[src/rtl/fetch_unit_pkg.sv]
// Shared fetch-path definitions: address width, reset vector and the
// {pc, instruction} entry layout carried through the fetch FIFO.
package fetch_unit_pkg;

  localparam int unsigned XLEN             = 32;
  localparam int unsigned INST_BYTES       = 4;
  localparam logic [31:0] RESET_PC_DEFAULT = 32'h0100_0000;

  localparam int unsigned ENTRY_W      = 64;
  localparam int unsigned ENTRY_PC_MSB = 63;
  localparam int unsigned ENTRY_PC_LSB = 32;
  localparam int unsigned ENTRY_IN_MSB = 31;

  function automatic logic [ENTRY_W-1:0] make_entry(input logic [XLEN-1:0] pc,
                                                    input logic [XLEN-1:0] word);
    return {pc, word};
  endfunction

  function automatic logic [XLEN-1:0] entry_pc(input logic [ENTRY_W-1:0] e);
    return e[ENTRY_PC_MSB:ENTRY_PC_LSB];
  endfunction

  function automatic logic [XLEN-1:0] entry_inst(input logic [ENTRY_W-1:0] e);
    return e[ENTRY_IN_MSB:0];
  endfunction

  // Redirect targets are word-aligned by dropping the two low bits.
  function automatic logic [XLEN-1:0] align_pc(input logic [XLEN-1:0] pc);
    return {pc[XLEN-1:2], 2'b00};
  endfunction

endpackage

[src/rtl/fetch_fifo.sv]
// Generic synchronous FIFO with flush; head reads as zero when empty.
// DEPTH must be a power of two so the pointers wrap naturally.
module fetch_fifo #(
  parameter int unsigned WIDTH = 64,
  parameter int unsigned DEPTH = 2,
  localparam int unsigned CNT_W = $clog2(DEPTH + 1)
) (
  input  logic             clock,
  input  logic             reset,
  input  logic             flush,
  input  logic             push,
  input  logic             pop,
  input  logic [WIDTH-1:0] din,
  output logic [CNT_W-1:0] count,
  output logic [WIDTH-1:0] head
);

  localparam int unsigned PTR_W = (DEPTH > 1) ? $clog2(DEPTH) : 1;

  logic [WIDTH-1:0] mem [DEPTH];
  logic [PTR_W-1:0] rd_ptr;
  logic [PTR_W-1:0] wr_ptr;

  always_ff @(posedge clock) begin
    if (reset || flush) begin
      rd_ptr <= '0;
      wr_ptr <= '0;
      count  <= '0;
    end else begin
      if (push) wr_ptr <= wr_ptr + 1'b1;
      if (pop)  rd_ptr <= rd_ptr + 1'b1;
      case ({push, pop})
        2'b10:   count <= count + 1'b1;
        2'b01:   count <= count - 1'b1;
        default: count <= count;
      endcase
    end
  end

  // Storage is not reset; occupancy alone decides what is visible.
  always_ff @(posedge clock) begin
    if (!reset && !flush && push) mem[wr_ptr] <= din;
  end

  assign head = (count != '0) ? mem[rd_ptr] : '0;

endmodule

[src/rtl/fetch_unit.sv]
// Instruction fetch: owns the fetch PC, buffers {pc, inst} pairs for decode
// and restarts at execute's redirect target.
module fetch_unit
  import fetch_unit_pkg::*;
#(
  parameter logic [31:0] RESET_PC  = RESET_PC_DEFAULT,
  parameter int unsigned BUF_DEPTH = 2
) (
  input  logic        clock,
  input  logic        reset,
  output logic [31:0] imem_pc,
  output logic        imem_read_write,
  output logic [31:0] imem_data_in,
  input  logic [31:0] imem_data_out,
  input  logic        redirect_valid,
  input  logic [31:0] redirect_pc,
  output logic        inst_valid,
  input  logic        inst_ready,
  output logic [31:0] inst,
  output logic [31:0] inst_pc
);

  localparam int unsigned CNT_W = $clog2(BUF_DEPTH + 1);

  logic [XLEN-1:0]    fpc;
  logic [CNT_W-1:0]   count;
  logic [ENTRY_W-1:0] head;
  logic               full;
  logic               pop;
  logic               push;

  assign full       = (count == CNT_W'(BUF_DEPTH));
  assign inst_valid = (count != '0);
  assign pop        = inst_valid & inst_ready;
  // A full buffer still accepts a fetch when the head leaves the same cycle.
  assign push       = !redirect_valid & (!full | pop);

  always_ff @(posedge clock) begin
    if (reset) begin
      fpc <= RESET_PC;
    end else if (redirect_valid) begin
      fpc <= align_pc(redirect_pc);
    end else if (push) begin
      fpc <= fpc + XLEN'(INST_BYTES);
    end
  end

  fetch_fifo #(
    .WIDTH (ENTRY_W),
    .DEPTH (BUF_DEPTH)
  ) u_fifo (
    .clock (clock),
    .reset (reset),
    .flush (redirect_valid),
    .push  (push),
    .pop   (pop),
    .din   (make_entry(fpc, imem_data_out)),
    .count (count),
    .head  (head)
  );

  assign imem_pc         = fpc;
  assign imem_read_write = 1'b0;
  assign imem_data_in    = '0;
  assign inst            = entry_inst(head);
  assign inst_pc         = entry_pc(head);

endmodule

[config.mk]
export PLATFORM = sky130hd
export DESIGN_NAME = fetch_unit
export DESIGN_NICKNAME = d
export VERILOG_FILES = /design/src/rtl/fetch_unit_pkg.sv /design/src/rtl/fetch_fifo.sv /design/src/rtl/fetch_unit.sv
export SDC_FILE = /design/constraint.sdc
export NUM_CORES = 1
export LEC_CHECK = 0
export CAP_MARGIN = 20
export CORE_ASPECT_RATIO = 1.5
export CORE_MARGIN = 2
export CORE_UTILIZATION = 25
export CTS_BUF_LIST = sky130_fd_sc_hd__clkbuf_16
export DETAILED_ROUTE_END_ITERATION = 6
export HOLD_SLACK_MARGIN = 0.15
export PLACE_DENSITY = 0.55
export SKIP_CTS_REPAIR_TIMING = 1
export SLEW_MARGIN = 20
export SYNTH_ARGS = -nofsm -noshare
export SYNTH_HDL_FRONTEND = slang
export SYNTH_SLANG_ARGS = --single-unit
[constraint.sdc]
create_clock -name clock -period 7.5 [get_ports clock]
set_input_delay 2.25 -clock clock [delete_from_list [all_inputs] [get_ports clock]]
set_output_delay 2.25 -clock clock [all_outputs]
set_load 0.01 [all_outputs]
==> results.sh <==
export IMPL_grt_pass1_wl_mm=26.9
export IMPL_root_buffer="clkbuf_16"
export IMPL_worst_hold_slack_ns=0.516
export IMPL_std_cell_rows=74
export IMPL_clock_power_share=0.383
export IMPL_synth_edff_count=124
export IMPL_drcViolationCount=0
export IMPL_seq_area_frac_synth=0.634
export IMPL_worst_skew_pair_late_latency_ns=0.43
export IMPL_p_leak_uw=0.00302
export IMPL_min_to="u_fifo.rd_ptr"
export IMPL_numCtsBuffers=17
export IMPL_diodes=0
export IMPL_worstHoldStart="u_fifo.rd_ptr"
export IMPL_grt_usage=0.123
export IMPL_cts_sinks=159
export IMPL_fmax_mhz=204
export IMPL_min_delay_path_class="reg2reg"
export IMPL_r2r_cells=3
export IMPL_worstMarginPinSlew_ns=1.04
export IMPL_cts_tree="built"
export IMPL_first_iter_violations=219
export IMPL_fin_crit_sh=0.653
export IMPL_ant_nets=0
export IMPL_synth_area_per_cell_sq_um=12.6
export IMPL_die_area_sq_um=29300
export IMPL_status="finished, final reports clean"
export IMPL_dpl_hpwl_mm=12.2
export IMPL_synth_distinct_cells=45
export IMPL_vias_per_cell=4.53
export IMPL_core_area_sq_um=27300
export IMPL_yosysWarnings=0
export IMPL_p_seq_frac=0.509
export IMPL_syn_cell_area_sq_um=6980
export IMPL_drv_slew=0
export IMPL_p_sw_uw=477
export IMPL_worstPathArrival_ns=2.65
export IMPL_final_layout_size_suffix_gt1_frac=0.0599
export IMPL_path_clk_slew_ns=0.06
export IMPL_antenna_found_initial=0
export IMPL_crit_path_end_kind="output pin"
export IMPL_reg2reg_setup_slack_ns=4.91
export IMPL_ys_ff_latch=159
export IMPL_io_pins=198
export IMPL_worst_setup_path_start_kind="flop"
export IMPL_rsz0062_at_grt="false"
export IMPL_r2r_start="u_fifo.count[0]"
export IMPL_cts_buffer_depth=2
export IMPL_worstPathMaxFanout=36
export IMPL_required_ns=5.25
export IMPL_synth_flop_cell="edfxtp_1"
export IMPL_maxCapViolCount=0
export IMPL_rr_endpoint="u_fifo.mem[1][56]"
export IMPL_ir_drop_mv=0.152
export IMPL_vias=4797
export IMPL_final_hold_violation_count=0
export IMPL_min_period_ns=4.90
export IMPL_final_core_util=0.341
export IMPL_finalSetupTns_ns=0
export IMPL_ys_async_sr_fraction=0
export IMPL_nFillCells=2718
export IMPL_multi_input_area_sq_um=2270
export IMPL_critical_path_class="reg2out"
export IMPL_nets=775
export IMPL_power_density_nw_per_um2=216
export IMPL_dr_pass1_iters=4
export IMPL_cts_htree_levels=4
export IMPL_relSlewSlack=0.304
export IMPL_combPwrFrac=0.108
export IMPL_fp_dieH_um=209
export IMPL_hold_depth=2
export IMPL_register_area_sq_um=4430
export IMPL_routedWlPerCell_um=16.9
export IMPL_grt_max_degree=59
export IMPL_setup_viol_count_final=0
export IMPL_finClkSkew_ns=0.0105
export IMPL_sw_frac_of_total=0.237
export IMPL_start_util=0.255
export IMPL_portBuffers=158
export IMPL_fp_dieW_um=140
export IMPL_synth_cells=553
export IMPL_area_growth_pct=33.4
export IMPL_drt_total_wl_mm=17.9
export IMPL_grt_pass1_vias=4596
export IMPL_gp_congestion=0.761
export IMPL_overflow=0
export IMPL_internal_power_uw=1530
-- cell families after synthesis --
family | count (synthesis) | synth area share
buffers and inverters | 75 | 0.0622
multiplexers | 62 | 0.0890
AO/OA/AOI/OAI | 58 | 0.0635
flip-flops | 159 | 0.634
AND/OR/NAND/NOR | 185 | 0.133
adder cells (fa/ha/maj) | 2 | 0.00359
XOR/XNOR | 11 | 0.0138
other | 1 | 0.000538
-- worst max-delay path by stage --
stage	from	slack, ns	depth (start not counted)	to
2_1_floorplan	redirect_valid	0.02	3	u_fifo.mem[0][0]
3_3_place_gp	reset	2.52	5	u_fifo.mem[1][58]
3_5_place_dp	reset	2.51	5	u_fifo.mem[1][58]
4_1_cts	flop	2.49	4	inst[14]
5_1_grt	flop	2.38	4	inst[14]
6_report	flop	2.60	4	inst[14]
-- metrics by stage --
step | power, uW | std cells | cell area, sq um | worst slack (ns)
global placement | 1260 | 1028 | 8780 | 2.52
floorplan | 1140 | 589 | 7110 | 0.0166
global route | 2100 | 1060 | 9310 | 2.38
finish | 2010 | 1060 | 9310 | 2.60
detailed placement | 1260 | 1028 | 8780 | 2.51
CTS | 2040 | 1060 | 9310 | 2.49
-- synth_stat cells (2+ instances only) --
cell type    n  share of area
a21oi_1      4         0.0029
o21ai_0      8         0.0057
o211ai_1     2         0.0022
dfxtp_1     35           0.10
xor2_1       5         0.0063
or4_1       12          0.013
buf_4       38          0.041
and2_1       5         0.0045
nor3b_1      5         0.0054
nor4_1       2         0.0018
nand4_1     10         0.0090
nand3_1     14          0.010
nand2_1     14         0.0075
o31ai_1     11          0.012
edfxtp_1   124           0.53
a221oi_1     2         0.0025
and4_1       9          0.011
clkbuf_1    21          0.011
mux2i_1     62          0.089
xnor2_1      6         0.0075
a211oi_1     8         0.0086
or3_1        6         0.0054
ha_1         2         0.0036
buf_2        2         0.0014
a311oi_1    15          0.019
buf_1        6         0.0032
inv_1        7         0.0038
nor3_1       5         0.0036
and3_1       4         0.0036
nor2_1      94          0.051
-- flip-flops by register name, summed over array words and instances (netlist names), named ones only --
name           count
u_fifo.count       2
u_fifo.wr_ptr      1
u_fifo.rd_ptr      1
u_fifo.mem       124
imem_pc           30
-- cell usage in the layout (no fill, tap or decap), types with 3 or more instances in the layout --
| cell type | count |
|---|---|
| a21oi_1 | 4 |
| and4_1 | 9 |
| conb_1 | 37 |
| buf_4 | 7 |
| clkbuf_16 | 18 |
| clkdlybuf4s50_1 | 158 |
| nor2_1 | 93 |
| nand2_1 | 14 |
| xor2_1 | 5 |
| nand4_1 | 10 |
| and3_1 | 3 |
| dfxtp_1 | 34 |
| a311oi_1 | 15 |
| or3_1 | 6 |
| nor3b_1 | 5 |
| nand3_1 | 14 |
| o21ai_0 | 8 |
| mux2i_1 | 62 |
| inv_1 | 10 |
| o31ai_1 | 11 |
| clkinv_2 | 3 |
| nor3_1 | 4 |
| or4_1 | 12 |
| a211oi_1 | 8 |
| edfxtp_1 | 124 |
| and2_1 | 5 |
| xnor2_1 | 6 |
-- final cells by class --
class	instances	share of cell area
tap	342	0.0460
sequential	159	0.476
inverter	7	0.00282
clock inverter	14	0.00820
timing repair buffer	165	0.176
multi-input combinational	355	0.244
clock buffer	18	0.0484
-- power by group through the flow --
stage                     Combinational (uW)  Clock, uW  Sequential (uW)
after floorplan                          108          0             1040
after global placement                   219          0             1040
after detailed placement                 220          0             1040
after CTS                                221        799             1020
after global routing                     234        834             1030
final                                    216        771             1020
-- worst max-delay path, stage by stage, from the launching register on --
cell,delay [ns]
dfxtp_4,0.67
buf_4,0.65
mux2i_1,0.16
nor2_1,0.16
clkdlybuf4s50_1,0.56
-- layer usage --
layer  wire length (um)  vias to the layer above  track usage
met4                448                        0       0.0561
met2               9840                      154        0.225
li1                   -                     2300            -
met1               6890                     2318        0.135
met5                  0                        -            0
met3                706                       25       0.0266
Power figures use the tool's default switching activity.
